File: config.mk
export PLATFORM = sky130hd
export DESIGN_NAME = scratch_mem_arbiter_flat
export DESIGN_NICKNAME = d
export VERILOG_FILES = /design/src/rtl/scratch_mem_arbiter_if.sv /design/src/rtl/scratch_mem_arbiter.sv /design/src/flat_wrapper.sv
export SDC_FILE = /design/constraint.sdc
export NUM_CORES = 1
export LEC_CHECK = 0
export BUFFER_PORTS_ARGS = -buffer_cell sky130_fd_sc_hd__buf_2
export CAP_MARGIN = 25
export CORE_AREA = 2 2 118 120
export DETAILED_ROUTE_END_ITERATION = 16
export DIE_AREA = 0 0 120 122
export HOLD_SLACK_MARGIN = 0.03
export MAX_ROUTING_LAYER = met4
export PLACE_DENSITY = 0.76
export SYNTH_ARGS = -nofsm -noshare
export SYNTH_HDL_FRONTEND = slang
export SYNTH_SLANG_ARGS = --single-unit
export TNS_END_PERCENT = 30
File: constraint.sdc
create_clock -name sys_clk -period 2.25 [get_ports sys_clk]
set_input_delay 0.45 -clock sys_clk [delete_from_list [all_inputs] [get_ports sys_clk]]
set_output_delay 0.45 -clock sys_clk [all_outputs]
set_load 0.005 [all_outputs]
File: src/rtl/scratch_mem_arbiter_if.sv
// Bus bundle for scratch_mem_arbiter: two requester ports plus the shared BRAM port.
// slave = arbiter side, master = requesters and BRAM side.
interface scratch_mem_arbiter_if #(
    parameter int unsigned ADDR_W = 30
);
    logic              r0_req;
    logic [3:0]        r0_we;
    logic [ADDR_W-1:0] r0_addr;
    logic [31:0]       r0_wdata;
    logic              r0_gnt;
    logic              r0_rvalid;
    logic [31:0]       r0_rdata;

    logic              r1_req;
    logic [3:0]        r1_we;
    logic [ADDR_W-1:0] r1_addr;
    logic [31:0]       r1_wdata;
    logic              r1_gnt;
    logic              r1_rvalid;
    logic [31:0]       r1_rdata;

    logic              mem_en;
    logic [3:0]        mem_we;
    logic [ADDR_W-1:0] mem_addr;
    logic [31:0]       mem_din;
    logic [31:0]       mem_dout;

    modport slave (
        input  r0_req, r0_we, r0_addr, r0_wdata,
        output r0_gnt, r0_rvalid, r0_rdata,
        input  r1_req, r1_we, r1_addr, r1_wdata,
        output r1_gnt, r1_rvalid, r1_rdata,
        output mem_en, mem_we, mem_addr, mem_din,
        input  mem_dout
    );

    modport master (
        output r0_req, r0_we, r0_addr, r0_wdata,
        input  r0_gnt, r0_rvalid, r0_rdata,
        output r1_req, r1_we, r1_addr, r1_wdata,
        input  r1_gnt, r1_rvalid, r1_rdata,
        input  mem_en, mem_we, mem_addr, mem_din,
        output mem_dout
    );
endinterface

File: src/rtl/scratch_mem_arbiter.sv
// Two-requester arbiter for the data scratch BRAM port: fixed priority to r0 with an r1
// starvation guard. Optional SCRATCH_ARB_STATS_EN adds contention/forced-grant counters.
module scratch_mem_arbiter #(
    parameter int unsigned ADDR_W      = 30,
    parameter int unsigned MEM_LATENCY = 1,
    parameter int unsigned MAX_CONSEC  = 4
) (
    input  logic                   sys_clk,
    input  logic                   sys_rst_n,
    scratch_mem_arbiter_if.slave   bus
`ifdef SCRATCH_ARB_STATS_EN
    ,
    output logic [31:0]            stat_contend,
    output logic [31:0]            stat_r1_forced
`endif
);

    localparam int unsigned Depth  = MEM_LATENCY + 1;
    localparam logic [3:0]  MaxCnt = 4'(MAX_CONSEC);

    logic [3:0]        starve_cnt_q, starve_cnt_d;
    logic              both_req, force_r1, gnt0, gnt1, any_gnt, issue_rd;
    logic [3:0]        win_we;
    logic [ADDR_W-1:0] win_addr;
    logic [31:0]       win_wdata;

    logic              mem_en_q;
    logic [3:0]        mem_we_q;
    logic [ADDR_W-1:0] mem_addr_q;
    logic [31:0]       mem_din_q;
    logic [Depth-1:0]  tag_valid_q, tag_owner_q;
    logic [31:0]       r0_rdata_q, r1_rdata_q;
    logic              ret0, ret1;

    assign both_req = bus.r0_req & bus.r1_req;
    assign force_r1 = both_req & (starve_cnt_q == MaxCnt);
    // Grants are masked while reset is asserted so nothing is accepted during reset.
    assign gnt0     = sys_rst_n & bus.r0_req & ~force_r1;
    assign gnt1     = sys_rst_n & bus.r1_req & (~bus.r0_req | force_r1);
    assign any_gnt  = gnt0 | gnt1;

    always_comb begin
        win_we    = bus.r0_we;
        win_addr  = bus.r0_addr;
        win_wdata = bus.r0_wdata;
        if (gnt1) begin
            win_we    = bus.r1_we;
            win_addr  = bus.r1_addr;
            win_wdata = bus.r1_wdata;
        end
    end

    assign issue_rd = any_gnt & (win_we == 4'b0000);

    always_comb begin
        starve_cnt_d = starve_cnt_q;
        if (gnt1 || !bus.r1_req) begin
            starve_cnt_d = 4'd0;
        end else if (both_req && starve_cnt_q < MaxCnt) begin
            starve_cnt_d = starve_cnt_q + 4'd1;
        end
    end

    always_ff @(posedge sys_clk or negedge sys_rst_n) begin
        if (!sys_rst_n) begin
            mem_en_q     <= 1'b0;
            mem_we_q     <= 4'b0000;
            mem_addr_q   <= '0;
            mem_din_q    <= '0;
            starve_cnt_q <= 4'd0;
            tag_valid_q  <= '0;
            tag_owner_q  <= '0;
            r0_rdata_q   <= '0;
            r1_rdata_q   <= '0;
        end else begin
            mem_en_q <= any_gnt;
            if (any_gnt) begin
                mem_we_q   <= win_we;
                mem_addr_q <= win_addr;
                mem_din_q  <= win_wdata;
            end else begin
                mem_we_q   <= 4'b0000;
            end
            starve_cnt_q <= starve_cnt_d;
            // Tag reaches the last stage in the same cycle the BRAM presents its data.
            tag_valid_q  <= {tag_valid_q[Depth-2:0], issue_rd};
            tag_owner_q  <= {tag_owner_q[Depth-2:0], gnt1};
            r0_rdata_q   <= bus.r0_rdata;
            r1_rdata_q   <= bus.r1_rdata;
        end
    end

    assign ret0 = tag_valid_q[Depth-1] & ~tag_owner_q[Depth-1];
    assign ret1 = tag_valid_q[Depth-1] &  tag_owner_q[Depth-1];

    assign bus.r0_gnt    = gnt0;
    assign bus.r1_gnt    = gnt1;
    assign bus.r0_rvalid = ret0;
    assign bus.r1_rvalid = ret1;
    assign bus.r0_rdata  = ret0 ? bus.mem_dout : r0_rdata_q;
    assign bus.r1_rdata  = ret1 ? bus.mem_dout : r1_rdata_q;
    assign bus.mem_en    = mem_en_q;
    assign bus.mem_we    = mem_we_q;
    assign bus.mem_addr  = mem_addr_q;
    assign bus.mem_din   = mem_din_q;

`ifdef SCRATCH_ARB_STATS_EN
    logic [31:0] contend_q, forced_q;

    always_ff @(posedge sys_clk or negedge sys_rst_n) begin
        if (!sys_rst_n) begin
            contend_q <= '0;
            forced_q  <= '0;
        end else begin
            if (both_req && contend_q != 32'hFFFF_FFFF) begin
                contend_q <= contend_q + 32'd1;
            end
            if (force_r1 && forced_q != 32'hFFFF_FFFF) begin
                forced_q <= forced_q + 32'd1;
            end
        end
    end

    assign stat_contend   = contend_q;
    assign stat_r1_forced = forced_q;
`endif

endmodule

File: src/flat_wrapper.sv
// flat-port wrapper written by rule: the top's interface ports become plain ports
module scratch_mem_arbiter_flat 
#(
    parameter int unsigned ADDR_W      = 30,
    parameter int unsigned MEM_LATENCY = 1,
    parameter int unsigned MAX_CONSEC  = 4
)
  (sys_clk, sys_rst_n, bus_r0_req, bus_r0_we, bus_r0_addr, bus_r0_wdata, bus_r0_gnt, bus_r0_rvalid, bus_r0_rdata, bus_r1_req, bus_r1_we, bus_r1_addr, bus_r1_wdata, bus_r1_gnt, bus_r1_rvalid, bus_r1_rdata, bus_mem_en, bus_mem_we, bus_mem_addr, bus_mem_din, bus_mem_dout);
  scratch_mem_arbiter_if #(.ADDR_W(ADDR_W)) bus_i ();
  input  logic sys_clk;
  input  logic sys_rst_n;
  input wire logic [$bits(bus_i.r0_req)-1:0] bus_r0_req;
  input wire logic [$bits(bus_i.r0_we)-1:0] bus_r0_we;
  input wire logic [$bits(bus_i.r0_addr)-1:0] bus_r0_addr;
  input wire logic [$bits(bus_i.r0_wdata)-1:0] bus_r0_wdata;
  output wire logic [$bits(bus_i.r0_gnt)-1:0] bus_r0_gnt;
  output wire logic [$bits(bus_i.r0_rvalid)-1:0] bus_r0_rvalid;
  output wire logic [$bits(bus_i.r0_rdata)-1:0] bus_r0_rdata;
  input wire logic [$bits(bus_i.r1_req)-1:0] bus_r1_req;
  input wire logic [$bits(bus_i.r1_we)-1:0] bus_r1_we;
  input wire logic [$bits(bus_i.r1_addr)-1:0] bus_r1_addr;
  input wire logic [$bits(bus_i.r1_wdata)-1:0] bus_r1_wdata;
  output wire logic [$bits(bus_i.r1_gnt)-1:0] bus_r1_gnt;
  output wire logic [$bits(bus_i.r1_rvalid)-1:0] bus_r1_rvalid;
  output wire logic [$bits(bus_i.r1_rdata)-1:0] bus_r1_rdata;
  output wire logic [$bits(bus_i.mem_en)-1:0] bus_mem_en;
  output wire logic [$bits(bus_i.mem_we)-1:0] bus_mem_we;
  output wire logic [$bits(bus_i.mem_addr)-1:0] bus_mem_addr;
  output wire logic [$bits(bus_i.mem_din)-1:0] bus_mem_din;
  input wire logic [$bits(bus_i.mem_dout)-1:0] bus_mem_dout;
  assign bus_i.r0_req = bus_r0_req;
  assign bus_i.r0_we = bus_r0_we;
  assign bus_i.r0_addr = bus_r0_addr;
  assign bus_i.r0_wdata = bus_r0_wdata;
  assign bus_r0_gnt = bus_i.r0_gnt;
  assign bus_r0_rvalid = bus_i.r0_rvalid;
  assign bus_r0_rdata = bus_i.r0_rdata;
  assign bus_i.r1_req = bus_r1_req;
  assign bus_i.r1_we = bus_r1_we;
  assign bus_i.r1_addr = bus_r1_addr;
  assign bus_i.r1_wdata = bus_r1_wdata;
  assign bus_r1_gnt = bus_i.r1_gnt;
  assign bus_r1_rvalid = bus_i.r1_rvalid;
  assign bus_r1_rdata = bus_i.r1_rdata;
  assign bus_mem_en = bus_i.mem_en;
  assign bus_mem_we = bus_i.mem_we;
  assign bus_mem_addr = bus_i.mem_addr;
  assign bus_mem_din = bus_i.mem_din;
  assign bus_i.mem_dout = bus_mem_dout;
  scratch_mem_arbiter #(.ADDR_W(ADDR_W), .MEM_LATENCY(MEM_LATENCY), .MAX_CONSEC(MAX_CONSEC)) u_core (.sys_clk(sys_clk), .sys_rst_n(sys_rst_n), .bus(bus_i));
endmodule
Yosys cells after proc, flatten, opt, wreduce, memory -nomap -nowiden
Index checks and enable logic that the tools add are counted.
{"block": "word_totals", "register_bits": 139, "wordCells": 39, "out_inout_bits": 135, "in_bits": 168}
{"block": "op_classes", "order_cmp": 1, "n_reduce_logical": 5, "bitwise_logic": 14, "add_sub_neg": 1, "n_eq_ne": 1, "muxes": 8}
{"op": "$mux W32", "n": 3}
{"op": "$mux W30", "n": 1}
{"op": "$mux W4", "n": 4}
{"op": "$and A1 B1 Y1", "n": 9}
{"op": "$add A4 B1 Y4 const B", "n": 1}
{"op": "$eq A4 B3 Y1 const B", "n": 1}
{"op": "$logic_not A4 Y1", "n": 1}
{"op": "$lt A4 B3 Y1 const B", "n": 1}
{"op": "$not A1 Y1", "n": 3}
{"op": "$or A1 B1 Y1", "n": 2}
{"op": "$reduce_bool A2 Y1", "n": 1}
{"op": "$logic_and A1 B1 Y1", "n": 1}
{"op": "$logic_not A1 Y1", "n": 1}
{"op": "$logic_or A1 B1 Y1", "n": 1}

Depth between registers and ports, before layout
{"block": "depth", "depth_word": 7, "depth_mapped": 7, "depth_no_buf": 5}

Least setup slack after synthesis
No wires, ideal clock.
{"block": "synth_path", "path_type": "reg-to-output", "startpoint": "register u_core.tag_owner_q[1]", "endpoint": "output bus_r0_rdata[22]", "t_arrival_ns": 1.253, "path_stages_with_launch": 5, "t_required_ns": 1.800, "path_slack_ns": 0.547, "path_cell_list": "dfrtp_1 > nor2b_1 > clkbuf_1 > buf_2 > mux2_2"}
{"block": "synth_between", "elab_chain_len": 3}
{"element": "from (decl)", "line_no": "scratch_mem_arbiter.sv:31", "source": "logic [Depth-1:0] tag_valid_q, tag_owner_q;"}
{"element": "from (signal assigned)", "line_no": "scratch_mem_arbiter.sv:87", "source": "tag_owner_q <= {tag_owner_q[Depth-2:0], gnt1};"}
{"element": "$not A1 Y1", "line_no": "scratch_mem_arbiter.sv:93", "source": "assign ret0 = tag_valid_q[Depth-1] & ~tag_owner_q[Depth-1];"}
{"element": "$and A1 B1 Y1", "line_no": "scratch_mem_arbiter.sv:93"}
{"element": "net bus_r0_rvalid", "line_no": "flat_wrapper.sv:17", "source": "output wire logic [$bits(bus_i.r0_rvalid)-1:0] bus_r0_rvalid;"}
{"element": "$mux W32", "line_no": "scratch_mem_arbiter.sv:100", "source": "assign bus.r0_rdata = ret0 ? bus.mem_dout : r0_rdata_q;"}
{"element": "to (decl)", "line_no": "flat_wrapper.sv:18", "source": "output wire logic [$bits(bus_i.r0_rdata)-1:0] bus_r0_rdata;"}
The timed path passes the listed nets, and every way through them passes these cells.

Final worst setup path
{"block": "layout_path", "startpoint": "register u_core.tag_owner_q[1]", "endpoint": "output bus_r0_rdata[19]"}
{"block": "layout_between", "elab_chain_len": 3}
{"element": "$not A1 Y1", "line_no": "scratch_mem_arbiter.sv:93"}
{"element": "$and A1 B1 Y1", "line_no": "scratch_mem_arbiter.sv:93"}
{"element": "$mux W32", "line_no": "scratch_mem_arbiter.sv:100"}
No other way between the ends.

==> results.md <==
* Status: finished, final reports clean
* Crit path max fanout at 17
* Internal Pwr Total at 5.59 mW
* Fmax at 0.462 GHz
* RSZ-0062 raised after global routing: yes
* Clk_lat worst skew at 0.41 ns
* Clk slew on worst S/H paths at 0.06 ns
* Max-slew violations at 0
* Iter 0 DRT Violations at 204
* Core Footprint at 0.0135 sq mm
* Vias/cell at 5.09
* DRT Pass-1 Iters at 4
* Full die area at 0.0146 sq mm
* Starting Density at 0.412
* Cell Area, Placed at 0.00734 sq mm
* Antenna viol nets, final at 0
* Sequential share of power at 0.410
* DP Cell Count at 851
* Min-Delay Path Class: input pin to asynchronous set/reset pin
* Crit end category: output port
* Avg Cell Area, Syn at 14.4 sq um
* Count of final hold-check violations at 0
* Initial antenna violation count at 0
* Final setup fails at 0
* Crit path kind: flip-flop to output port
* Clock skew at 0.00719 ns
* CTS H-Tree Depth at 4
* Port bufs at 302
* Slew Limit Headroom at 0.532
* Largest net degree at the start of global routing at 127
* WP data arrival at 1.71 ns
* Wire length per cell at 17.8 um
* Post-DP HPWL at 11,200 um
* Gate Count Post-Synth at 386
* Num ports at 303
* Die width at 120 um
* Synth Cell Area at 0.00556 sq mm
* Power Density at 907 mW/mm^2
* Design Power at 7.31 mW
* Number of max-cap violations at 0
* Sequential cell area fraction in the yosys report at 0.625
* Total track usage at 0.220
* Post-synthesis register bit count at 139
* Clock sink total at 139
* Drt total wl at 15,800 um
* Fin util at 0.597
* First-pass GRT wire length at 23,900 um
* Fin crit share at 0.962
* DR vias at 4,513
* Share of the synthesized area in the top cell type at 0.625
* NumNets Final at 866
* Row Count at 43
* Die Ht at 122 um
* Cell leakage power at 4.10 nW
* Ys Warns at 0
* Clock power share at 0.420
* Synth unique cells at 26
* Layout cells sized above 1 at 0.591
* Root Driver: clkbuf_16
* Area of the multi-input gates at 0.00197 sq mm
* Vias in the first global route at 4,699
* Final Critical Period at 2.16 ns
* FF/Latch Area at 0.00348 sq mm
* N_diodes at 0
* Logic pwr share at 0.170
* Post-Layout Cell Count at 887
* Final instance area at 0.00806 sq mm
* Switching share of power at 0.236
* CTS tree: yes
* DRC viols at 0
* Global route total overflow at 0
* Filler cell count at 1,091
* Least-Margin Pin Slew at 0.702 ns
* TritonCTS Buffers at 17
* Syn nets at 556
* Switching power at 1.72 mW
* Area growth, synth to finish at 44.9%
* Largest area contributor in the netlist: dfrtp_1
* Worst Setup Start Kind: flip-flop
* Placer Congestion at 0.746
* Crit path required time at 1.80 ns
* Clock Path Buffers at 2
* Synth area leaders: dfrtp_1 63%, mux2_2 13%, a221o_1 11%
* Max IR drop VDD at 0.443 mV
* Setup_tns at 0 ns
[synth_stat cells]
master,n
nor4_1,2
buf_4,3
a41oi_1,1
ha_1,2
nand2_1,2
clkbuf_1,11
a22o_1,5
inv_1,6
buf_1,1
nor2b_1,1
xnor2_1,1
nor3_1,4
o21ai_1,1
and4bb_2,1
dfrtp_1,139
buf_2,12
and2_0,26
a41oi_2,1
a211oi_2,1
inv_2,1
a221o_1,62
and2_1,36
mux2_2,64
mux2i_1,1
a21oi_1,1
nand3b_1,1
[final timing paths]
path	startpoint	end	slack, ns	depth (start not counted)
worst min register to register	u_core.tag_valid_q[0]$_DFF_PN0_	u_core.tag_valid_q[1]$_DFF_PN0_	0.35	0
min in group sys_clk	bus_r0_wdata[20]	u_core.bus.mem_din[20]$_DFFE_PN0P_	0.26	2
worst min-delay path	sys_rst_n	u_core.bus.mem_din[4]$_DFFE_PN0P_	0.13	2
worst max-delay path	u_core.tag_owner_q[1]$_DFF_PN0_	bus_r0_rdata[19]	0.09	4
worst max register to register	u_core.starve_cnt_q[0]$_DFFE_PN0P_	u_core.bus.mem_addr[12]$_DFFE_PN0P_	0.38	7
max in group asynchronous	sys_rst_n	u_core.bus.mem_addr[3]$_DFFE_PN0P_	1.25	2
[kinds of logic (layout without fill, tap and decap cells)]
kind of cell | Yosys count | in the layout | synth area share
flip-flops | 139 | 139 | 0.625
AND/OR/NAND/NOR | 73 | 73 | 0.0816
AO/OA/AOI/OAI | 72 | 72 | 0.128
multiplexers | 65 | 65 | 0.131
buffers and inverters | 34 | 355 | 0.0277
adder cells (fa/ha/maj) | 2 | 2 | 0.00450
XOR/XNOR | 1 | 1 | 0.00157
[power by group through the flow]
stage	combinational, mW	clock, mW	sequential, mW
2_1_floorplan	0.535	0	3.01
3_3_place_gp	1.20	0	3.01
3_5_place_dp	1.25	0	3.03
4_1_cts	1.26	3.15	3.00
5_1_grt	1.36	3.27	3.03
6_report	1.24	3.07	3.00
[worst max-delay path: stages, from the launching register on]
cell	delay (ns)
dfrtp_1	0.40
nor2b_4	0.19
buf_12	0.19
mux2_2	0.38
buf_2	0.14
[per-layer routing]
| layer | track usage | vias to the layer above | routed length, um | part of all wire |
|---|---|---|---|---|
| li1 | - | 2057 | - | - |
| met1 | 0.247 | 2229 | 6190 | 0.39 |
| met2 | 0.374 | 204 | 8260 | 0.52 |
| met3 | 0.0674 | 23 | 1050 | 0.066 |
| met4 | 0.0779 | 0 | 277 | 0.018 |
| met5 | - | - | 0 | 0 |
[area by class of cell]
type,instances,share of cell area
Multi-Input combinational cell,213,0.244
Timing Repair Buffer,318,0.212
Clock inverter,10,0.0233
Tap cell,180,0.0279
Sequential cell,139,0.431
Clock buffer,20,0.0579
Inverter,7,0.00326
[stage by stage]
step / hold slack, ns / setup slack [ns]
after floorplan: 0.154 / 0.547
after global placement: 0.291 / 0.351
after detailed placement: 0.297 / 0.298
after CTS: 0.200 / 0.000205
after global routing: 0.175 / -0.0316
final: 0.128 / 0.0850
[what timing repair did]
| action | CTS | global route |
|---|---|---|
| hold buffers | 1 | 0 |
| resized for setup | 1 | 1 |
| endpoints found under the setup margin | 1 | 10 |
| gates cloned | 0 | 1 |
| endpoints found under the hold margin | 13 | 0 |
| pin swaps | 1 | 2 |
| buffers inserted | 1 | 3 |
[sequential cells by signal (all words and copies together), names as in the netlist]
name,count
u_core.r1_rdata_q,32
u_core.bus.mem_addr,30
u_core.r0_rdata_q,32
u_core.tag_owner_q,2
u_core.bus.mem_din,32
u_core.tag_valid_q,2
u_core.bus.mem_en,1
u_core.bus.mem_we,4
u_core.starve_cnt_q,4
[cells in the final DEF, fill, tap and decap left out, types with 2 or more instances in the layout]
cell type   synthesis  final
mux2_2             64     64
buf_2              12    301
clkbuf_8            0      3
and2_0             26     26
inv_6               0      2
inv_1               6      6
bufinv_16           0      5
dfrtp_1           139    139
a221o_1            62     62
clkbuf_16           0     18
clkinvlp_4          0      2
buf_12              0      4
nor4_1              2      2
and2_1             36     36
nand2_1             2      2
buf_4               3     10
a22o_1              5      5
nor3_1              4      4
Power figures use the tool's default switching activity.
